===== config.mk =====
export PLATFORM = sky130hd
export DESIGN_NAME = cyclic_prefix_ctrl
export DESIGN_NICKNAME = d
export VERILOG_FILES = /design/src/rtl/cyclic_prefix_ctrl.sv
export SDC_FILE = /design/constraint.sdc
export NUM_CORES = 1
export LEC_CHECK = 0
export ABC_CLOCK_PERIOD_IN_PS = 4900
export CAP_MARGIN = 40
export CORE_ASPECT_RATIO = 0.5
export CORE_MARGIN = 2
export CORE_UTILIZATION = 28
export DETAILED_ROUTE_END_ITERATION = 8
export SYNTH_ARGS = -nofsm -noshare
export SYNTH_HDL_FRONTEND = slang
export SYNTH_SLANG_ARGS = --single-unit

===== constraint.sdc =====
create_clock -name ACLK -period 4.9 [get_ports ACLK]
set_input_delay 0.49 -clock ACLK [delete_from_list [all_inputs] [get_ports ACLK]]
set_output_delay 0.49 -clock ACLK [all_outputs]
set_load 0.005 [all_outputs]

===== src/rtl/cyclic_prefix_ctrl.sv =====
// Cyclic-prefix inserter control. A ping-pong symbol RAM is filled by the input stream,
// then each full bank is replayed as its last CP samples followed by the whole symbol.
module cyclic_prefix_ctrl #(
    parameter int ADDR_W = 10
) (
    input  logic              ACLK,
    input  logic              ARESETN,
    input  logic              cfg_enable,
    input  logic [3:0]        cfg_nfft_log2,
    input  logic [ADDR_W-1:0] cfg_cp_len,
    input  logic              cfg_err_clr,
    input  logic              s_tvalid,
    input  logic              s_tlast,
    output logic              s_tready,
    output logic              wr_en,
    output logic              wr_bank,
    output logic [ADDR_W-1:0] wr_addr,
    output logic              rd_en,
    output logic              rd_bank,
    output logic [ADDR_W-1:0] rd_addr,
    output logic              m_tvalid,
    input  logic              m_tready,
    output logic              m_tlast,
    output logic              m_tuser,
    output logic              err_framing,
    output logic [15:0]       sym_count
);

    // state | meaning
    // IDLE  | waiting for full[rb]
    // CP    | replaying the tail of the symbol as prefix
    // BODY  | replaying the whole symbol from address 0
    typedef enum logic [1:0] {ST_IDLE, ST_CP, ST_BODY} rd_state_t;

    localparam logic [3:0]        LOG2_MIN = 4'd3;
    localparam logic [3:0]        LOG2_MAX = 4'(ADDR_W);
    localparam logic [ADDR_W-1:0] ALL_ONES = '1;
    localparam logic [ADDR_W-1:0] ONE      = ADDR_W'(1);

    rd_state_t                    state_q, state_d;
    logic                         wb_q, wb_d, rb_q, rb_d;
    logic [1:0]                   full_q, full_d, set_full, clr_full;
    logic [ADDR_W-1:0]            wr_cnt_q, wr_cnt_d;
    logic [ADDR_W-1:0]            rd_addr_q, rd_addr_d;
    logic [1:0][ADDR_W-1:0]       nm1_q, nm1_d, cp_q, cp_d;
    logic                         err_q, err_d;
    logic [15:0]                  sym_q, sym_d;
    logic                         mv_q, mv_d, mu_q, mu_d, ml_q, ml_d;

    logic [3:0]                   log2_clamp;
    logic [ADDR_W-1:0]            cfg_nm1, cfg_cp_sat, wr_nm1, rd_nm1, rd_cp;
    logic                         wr_last, at_end, rd_en_c;

    always_comb begin
        log2_clamp = cfg_nfft_log2;
        if (cfg_nfft_log2 < LOG2_MIN)
            log2_clamp = LOG2_MIN;
        else if (cfg_nfft_log2 > LOG2_MAX)
            log2_clamp = LOG2_MAX;
        cfg_nm1    = ~(ALL_ONES << log2_clamp);
        cfg_cp_sat = (cfg_cp_len > cfg_nm1) ? cfg_nm1 : cfg_cp_len;
    end

    // The bank's latched N is not valid until its first sample lands, so use live cfg there.
    assign wr_nm1   = (wr_cnt_q == '0) ? cfg_nm1 : nm1_q[wb_q];
    assign wr_last  = (wr_cnt_q == wr_nm1);
    assign s_tready = ARESETN & cfg_enable & ~full_q[wb_q];
    assign wr_en    = s_tvalid & s_tready;
    assign wr_bank  = wb_q;
    assign wr_addr  = wr_cnt_q;

    always_comb begin
        wb_d     = wb_q;
        wr_cnt_d = wr_cnt_q;
        nm1_d    = nm1_q;
        cp_d     = cp_q;
        err_d    = err_q;
        set_full = 2'b00;
        if (cfg_err_clr)
            err_d = 1'b0;
        if (wr_en) begin
            if (wr_cnt_q == '0) begin
                nm1_d[wb_q] = cfg_nm1;
                cp_d[wb_q]  = cfg_cp_sat;
            end
            if (s_tlast != wr_last)
                err_d = 1'b1;
            if (wr_last) begin
                set_full[wb_q] = 1'b1;
                wr_cnt_d       = '0;
                wb_d           = ~wb_q;
            end else begin
                wr_cnt_d = wr_cnt_q + ONE;
            end
        end
    end

    assign rd_nm1 = nm1_q[rb_q];
    assign rd_cp  = cp_q[rb_q];
    assign at_end = (rd_addr_q == rd_nm1);

    always_comb begin
        state_d   = state_q;
        rd_addr_d = rd_addr_q;
        rb_d      = rb_q;
        sym_d     = sym_q;
        clr_full  = 2'b00;
        rd_en_c   = 1'b0;
        case (state_q)
            ST_IDLE: begin
                if (full_q[rb_q]) begin
                    if (rd_cp != '0) begin
                        rd_addr_d = rd_nm1 - rd_cp + ONE;
                        state_d   = ST_CP;
                    end else begin
                        rd_addr_d = '0;
                        state_d   = ST_BODY;
                    end
                end
            end
            ST_CP: begin
                rd_en_c = ~mv_q | m_tready;
                if (rd_en_c) begin
                    if (at_end) begin
                        rd_addr_d = '0;
                        state_d   = ST_BODY;
                    end else begin
                        rd_addr_d = rd_addr_q + ONE;
                    end
                end
            end
            ST_BODY: begin
                rd_en_c = ~mv_q | m_tready;
                if (rd_en_c) begin
                    if (at_end) begin
                        rd_addr_d      = '0;
                        clr_full[rb_q] = 1'b1;
                        rb_d           = ~rb_q;
                        sym_d          = sym_q + 16'd1;
                        state_d        = ST_IDLE;
                    end else begin
                        rd_addr_d = rd_addr_q + ONE;
                    end
                end
            end
            default: state_d = ST_IDLE;
        endcase
    end

    // Output flags track the RAM's one-cycle read latency and hold while stalled.
    always_comb begin
        mv_d = mv_q;
        mu_d = mu_q;
        ml_d = ml_q;
        if (rd_en_c) begin
            mv_d = 1'b1;
            mu_d = (state_q == ST_CP);
            ml_d = (state_q == ST_BODY) && at_end;
        end else if (m_tready) begin
            mv_d = 1'b0;
        end
    end

    assign full_d = (full_q | set_full) & ~clr_full;

    always_ff @(posedge ACLK or negedge ARESETN) begin
        if (!ARESETN) begin
            state_q   <= ST_IDLE;
            wb_q      <= 1'b0;
            rb_q      <= 1'b0;
            full_q    <= 2'b00;
            wr_cnt_q  <= '0;
            rd_addr_q <= '0;
            nm1_q     <= '0;
            cp_q      <= '0;
            err_q     <= 1'b0;
            sym_q     <= '0;
            mv_q      <= 1'b0;
            mu_q      <= 1'b0;
            ml_q      <= 1'b0;
        end else begin
            state_q   <= state_d;
            wb_q      <= wb_d;
            rb_q      <= rb_d;
            full_q    <= full_d;
            wr_cnt_q  <= wr_cnt_d;
            rd_addr_q <= rd_addr_d;
            nm1_q     <= nm1_d;
            cp_q      <= cp_d;
            err_q     <= err_d;
            sym_q     <= sym_d;
            mv_q      <= mv_d;
            mu_q      <= mu_d;
            ml_q      <= ml_d;
        end
    end

    assign rd_en       = rd_en_c;
    assign rd_bank     = rb_q;
    assign rd_addr     = rd_addr_q;
    assign m_tvalid    = mv_q;
    assign m_tuser     = mu_q;
    assign m_tlast     = ml_q;
    assign err_framing = err_q;
    assign sym_count   = sym_q;

endmodule


# Yosys cells after proc, flatten, opt, wreduce, memory -nomap -nowiden
# Cells that the tools add are included.
dict set report totals {
  register_bits 86
  in_bits 21
  word_cells 111
}
dict set report op_classes {
  addsub 5
  order_cmp 7
  eq_ne 11
  shift 1
  n_mux 46
  bitwise 12
  n_reduce_logical 14
}
# operator count
set ops {}
lappend ops {{10-bit 2-to-1 mux} 14}
lappend ops {{20-bit bitwise mux} 2}
lappend ops {{10-bit by 1-bit adder with 10-bit output, second input constant} 3}
lappend ops {{2-bit 2-to-1 mux} 11}
lappend ops {{10-bit equality test} 2}
lappend ops {{10-bit one-hot mux with 2 select lines} 1}
lappend ops {{16-bit by 1-bit adder with 16-bit output, second input constant} 1}
lappend ops {{1-bit 2-to-1 mux} 12}
lappend ops {{10-bit demux with 1-bit select} 1}
lappend ops {{10-bit > comparator} 1}
lappend ops {{10-bit zero test} 1}
lappend ops {{2-bit != test, second input constant} 5}
lappend ops {{10-bit inverter} 1}
lappend ops {{10-bit nonzero test} 1}
lappend ops {{10-bit by 4-bit left shift with 10-bit output, first input constant} 1}
lappend ops {{10-bit subtractor} 1}
lappend ops {{4-bit 2-to-1 mux} 2}
lappend ops {{2-bit one-hot mux with 3 select lines} 1}
lappend ops {{3-bit AND reduction} 2}
lappend ops {{5-bit AND reduction} 1}
lappend ops {{4-bit > comparator, second input constant} 1}
lappend ops {{1-bit by 2-bit < comparator with 1-bit output, second input constant} 2}
lappend ops {{4-bit by 2-bit < comparator with 1-bit output, second input constant} 1}
lappend ops {{1-bit inverter} 4}
lappend ops {{16 further kinds} 24}

# Longest topological paths before layout
dict set report logic_depth {
  ltp_word 11
  ltp_mapped 13
  mapped_depth_nobuf 11
}

# Worst setup path before layout
# No wires, ideal clock.
dict set report synth_timing {
  path_kind {register to register}
  start {register rb_q (netlist: rd_bank)}
  end {register rd_addr_q[8] (netlist: rd_addr[8])}
  t_arrival_ns 3.426
  setup_slack_ns 1.348
  stages_incl_launch_ff 13
  n_path_buf 3
  period_less_slack_ns 3.552
  cell_sequence {dfrtp_1 -> buf_2 -> buf_2 -> buf_1 -> mux2i_1 -> ha_1 -> ha_1 -> a21o_1 -> a211o_1 -> a2111oi_0 -> or3_1 -> a211oi_1 -> a311o_1}
}
dict set report synth_between {
  elab_chain_cells 7
  elab_cells_between_ends 17
}
# item line_no
set synth_lines {}
lappend synth_lines {{from (decl)} 41} ;# logic wb_q, wb_d, rb_q, rb_d;
lappend synth_lines {{from (signal assigned)} 184} ;# rb_q <= rb_d;
lappend synth_lines {{10-bit 2-to-1 mux, on equally long branches (2 in a row)} {98, 99}}
lappend synth_lines {{10-bit subtractor} 113} ;# rd_addr_d = rd_nm1 - rd_cp + ONE;
lappend synth_lines {{10-bit by 1-bit adder with 10-bit output} 113}
lappend synth_lines {{10-bit 2-to-1 mux} 112} ;# if (rd_cp != '0) begin
lappend synth_lines {{10-bit 2-to-1 mux} 111} ;# if (full_q[rb_q]) begin
lappend synth_lines {{10-bit one-hot mux with 2 select lines} 109} ;# case (state_q)
lappend synth_lines {{to (signal assigned)} 187} ;# rd_addr_q <= rd_addr_d;
lappend synth_lines {{to (decl)} 44} ;# logic [ADDR_W-1:0] rd_addr_q, rd_addr_d;
# Parallel ways exist; a longest one is shown, timed or not. The select of a mux whose other input is x is not followed.
# A chain may end at the register's enable or synchronous reset.

# Worst setup path after layout
dict set report layout_timing {
  start {register rb_q (netlist: rd_bank)}
  end {register rd_addr_q[9] (netlist: rd_addr[9])}
}
# Same word-level chain as after synthesis.

==> results.cfg <==
[run_status]
status = finished, final reports clean

[place]
portBuffers = 65
dpl.hpwl_mm = 10.4
dp_cells = 872
gp_congestion = 0.843

[layout]
fin_util_pct = 35.3
area_growth_pct = 21.7
final_nets = 680
drive_above_1_share_pct = 7.48
multi_input_area_um2 = 3050
fillers = 1918
seq_area_um2 = 2150
antenna_cells = 0
final_cells = 887

[synthesis]
synth-simple-area-share_pct = 17.0
synth.area.mux_share_pct = 8.44
synth_top_family_by_area = simple AND/OR/NAND/NOR gates
synth_seq_area_share_pct = 39.7
syn_area_um2 = 5430
synthXorXnorAreaFrac_pct = 7.10
synth_edf_count = 0
ys_ff_latch = 86
synth_top_flop_cell = dfrtp_1
ys_types = 62
syn-mean-instance-area_um2 = 9.62
syn_inst = 564
synthArstFlopShare_pct = 100
synth-compound-area-share_pct = 15.3
synth-adder-area-share_pct = 8.21
synth-warning-count = 0

[power_and_ir_drop]
p_clk_share_pct = 26.0
ir_worst_vdd_mv = 0.207
p_int_uw = 1510
leakage_uw = 0.00280
switching_power_uw = 863
seq_power_share_pct = 38.3
p_sw_share_pct = 36.4
power_density_nw_per_um2 = 359
combPwrFrac_pct = 35.7

[routing]
first_pass_iters = 4
drc = 0
dr.max_layer_used = met4
ant_nets = 0
dr_total_vias = 4366
wl_mm = 13.9
wl_met2_mm = 5.99
avgRoutedWirePerCell_um = 15.7
drtIter0Drc = 272
vias_per_cell = 4.92
routedLengthMet1_mm = 7.13
met3_length_um = 656

[clocking]
clk_pin_slew_worst_paths_ps = 60
numCtsBuffers = 9
post_cts_resize_count = 0
post_cts_buffers = 0
cts.sinks = 86
clk_path_buf_depth = 2
htree_levels = 3
root_buffer = clkbuf_16
holdBufCountCts = 0
clk_latency_ps = 340
cts_tree = yes

[timing]
fin_skew_ps = 5.96
tightest_slew_ps = 836
holdWs_ps = 78.1
min_period_ps = 3540
fmax_mhz = 282
grt_setup_unrepaired = no
hold_viol_final = 0
post-route-period-util_pct = 72.3
maxSlewHeadroom_pct = 44.2
finalMaxSlewViolations = 0
fin_setup_tns_ps = 0
setup_violations = 0

[worst_hold_path]
min_path_type = in2async

[die]
die_x_um = 201
rows = 35
core_area_um2 = 18700
pin_count = 66
start_util_pct = 29.0
die_area_um2 = 20600
die-height_um = 102

[global_route]
overflow = 0
grt_max_degree = 60
grt_pass1_vias = 4251
grt_use_total_pct = 13.9
antenna_found_initial = 0
grt_pass1_wl_mm = 22.8

[worst_setup_path]
path_class = reg2reg
rrSetupSlack_ps = 1360
worstPathArrival_ps = 3730
worstPathMaxFanout = 15
startpoint_type = flip-flop
cp.required_ps = 5090
cp-end-kind = flip-flop

[run]
drv_cap = 0
routing by layer:
layer	global-route usage [%]	vias up
met1	19.6	2112
met3	3.38	8
met4	3.30	0
met5	0	-
li1	-	2175
met2	21.8	71
cells by family after synthesis:
| kind of cell | count (synthesis) |
|---|---|
| AND/OR/NAND/NOR | 171 |
| AO/OA/AOI/OAI | 126 |
| flip-flops | 86 |
| buffers and inverters | 56 |
| XOR/XNOR | 44 |
| multiplexers | 44 |
| adder cells (fa/ha/maj) | 35 |
| other | 2 |
path summary, 6_finish.rpt:
| kind | end | start | cells after the start |
|---|---|---|---|
| min | cp_q[4] | ARESETN | 1 |
| max reg2reg | rd_addr[9] | rd_bank | 11 |
| min reg2reg | sym_count[15] | sym_count[15] | 1 |
| max in group asynchronous | cp_q[9] | ARESETN | 2 |
| min in group ACLK | sym_count[15] | sym_count[15] | 1 |
| max | rd_addr[9] | rd_bank | 11 |
power by group through the flow:
stage / registers (uW) / logic [uW] / clock network, uW
floorplan: 868 / 573 / 0
global route: 929 / 949 / 661
detailed placement: 927 / 846 / 0
global placement: 923 / 828 / 0
CTS: 913 / 851 / 629
finish: 909 / 847 / 617
state kept, by name (all words and copies together), names as in the netlist, 2 cells and up:
register	count
wr_addr	10
state_q	2
cp_q	20
nm1_q	20
full_q	2
rd_addr	10
sym_count	16
cells in the final DEF (no fill, tap or decap), types with 19 or more instances in the layout:
cell type,synthesis,final
o21ai_0,40,40
xnor2_1,37,37
clkdlybuf4s50_1,0,64
mux2i_1,30,30
ha_1,34,34
nor2_1,19,19
a21oi_1,22,22
dfrtp_1,86,86
nand3_1,27,27
inv_1,33,33
nand2_1,49,49
cell usage after synthesis (3+ instances only):
| master | count | area [um^2] |
|---|---|---|
| dfrtp_1 | 86 | 2150 |
| nand2_1 | 49 | 184 |
| o21ai_0 | 40 | 200 |
| xnor2_1 | 37 | 324 |
| ha_1 | 34 | 425 |
| inv_1 | 33 | 124 |
| mux2i_1 | 30 | 300 |
| nand3_1 | 27 | 135 |
| a21oi_1 | 22 | 110 |
| nor2_1 | 19 | 71.3 |
| mux2_2 | 14 | 158 |
| clkbuf_1 | 13 | 48.8 |
| and3_1 | 11 | 68.8 |
| nand4_1 | 11 | 68.8 |
| nor3_1 | 10 | 50.1 |
| nand2b_1 | 9 | 56.3 |
| nor4_1 | 8 | 50.1 |
| o22ai_1 | 8 | 50.1 |
| a21o_1 | 7 | 52.6 |
| xor2_1 | 7 | 61.3 |
| a32oi_1 | 6 | 52.6 |
| buf_2 | 6 | 30.0 |
| and2_1 | 5 | 31.3 |
| a22o_1 | 4 | 35.0 |
| a31oi_1 | 4 | 25.0 |
| and4_1 | 4 | 35.0 |
| or3_1 | 4 | 25.0 |
| a211o_1 | 3 | 26.3 |
| a22oi_1 | 3 | 22.5 |
| a311oi_1 | 3 | 26.3 |
| buf_1 | 3 | 11.3 |
| or2_2 | 3 | 18.8 |
critical path: stages, from the launching register on:
cell       delay (ps)
dfrtp_1           760
mux2_2            410
ha_1              270
inv_1              40
ha_1              220
fa_1              420
a21o_1            190
a211o_1           310
a2111oi_0         400
nor2_1            100
mux2i_1           170
o211ai_1           90
layout make-up:
cell class,count,area share (%)
multi-input cells,423,46.2
flip-flops and latches,86,32.6
repair buffers,71,10.5
well taps,259,4.91
clock buffers,10,3.47
inverters,33,1.88
clock inverters,5,0.417
through the flow:
step	power, uW	area [um^2]	setup WS, ps
after floorplan	1440	5430	1350
after global placement	1750	6350	1450
after detailed placement	1770	6350	1380
after CTS	2390	6600	1360
after global routing	2540	6600	1120
final	2370	6600	1360
(Power assumes the default switching activity.)
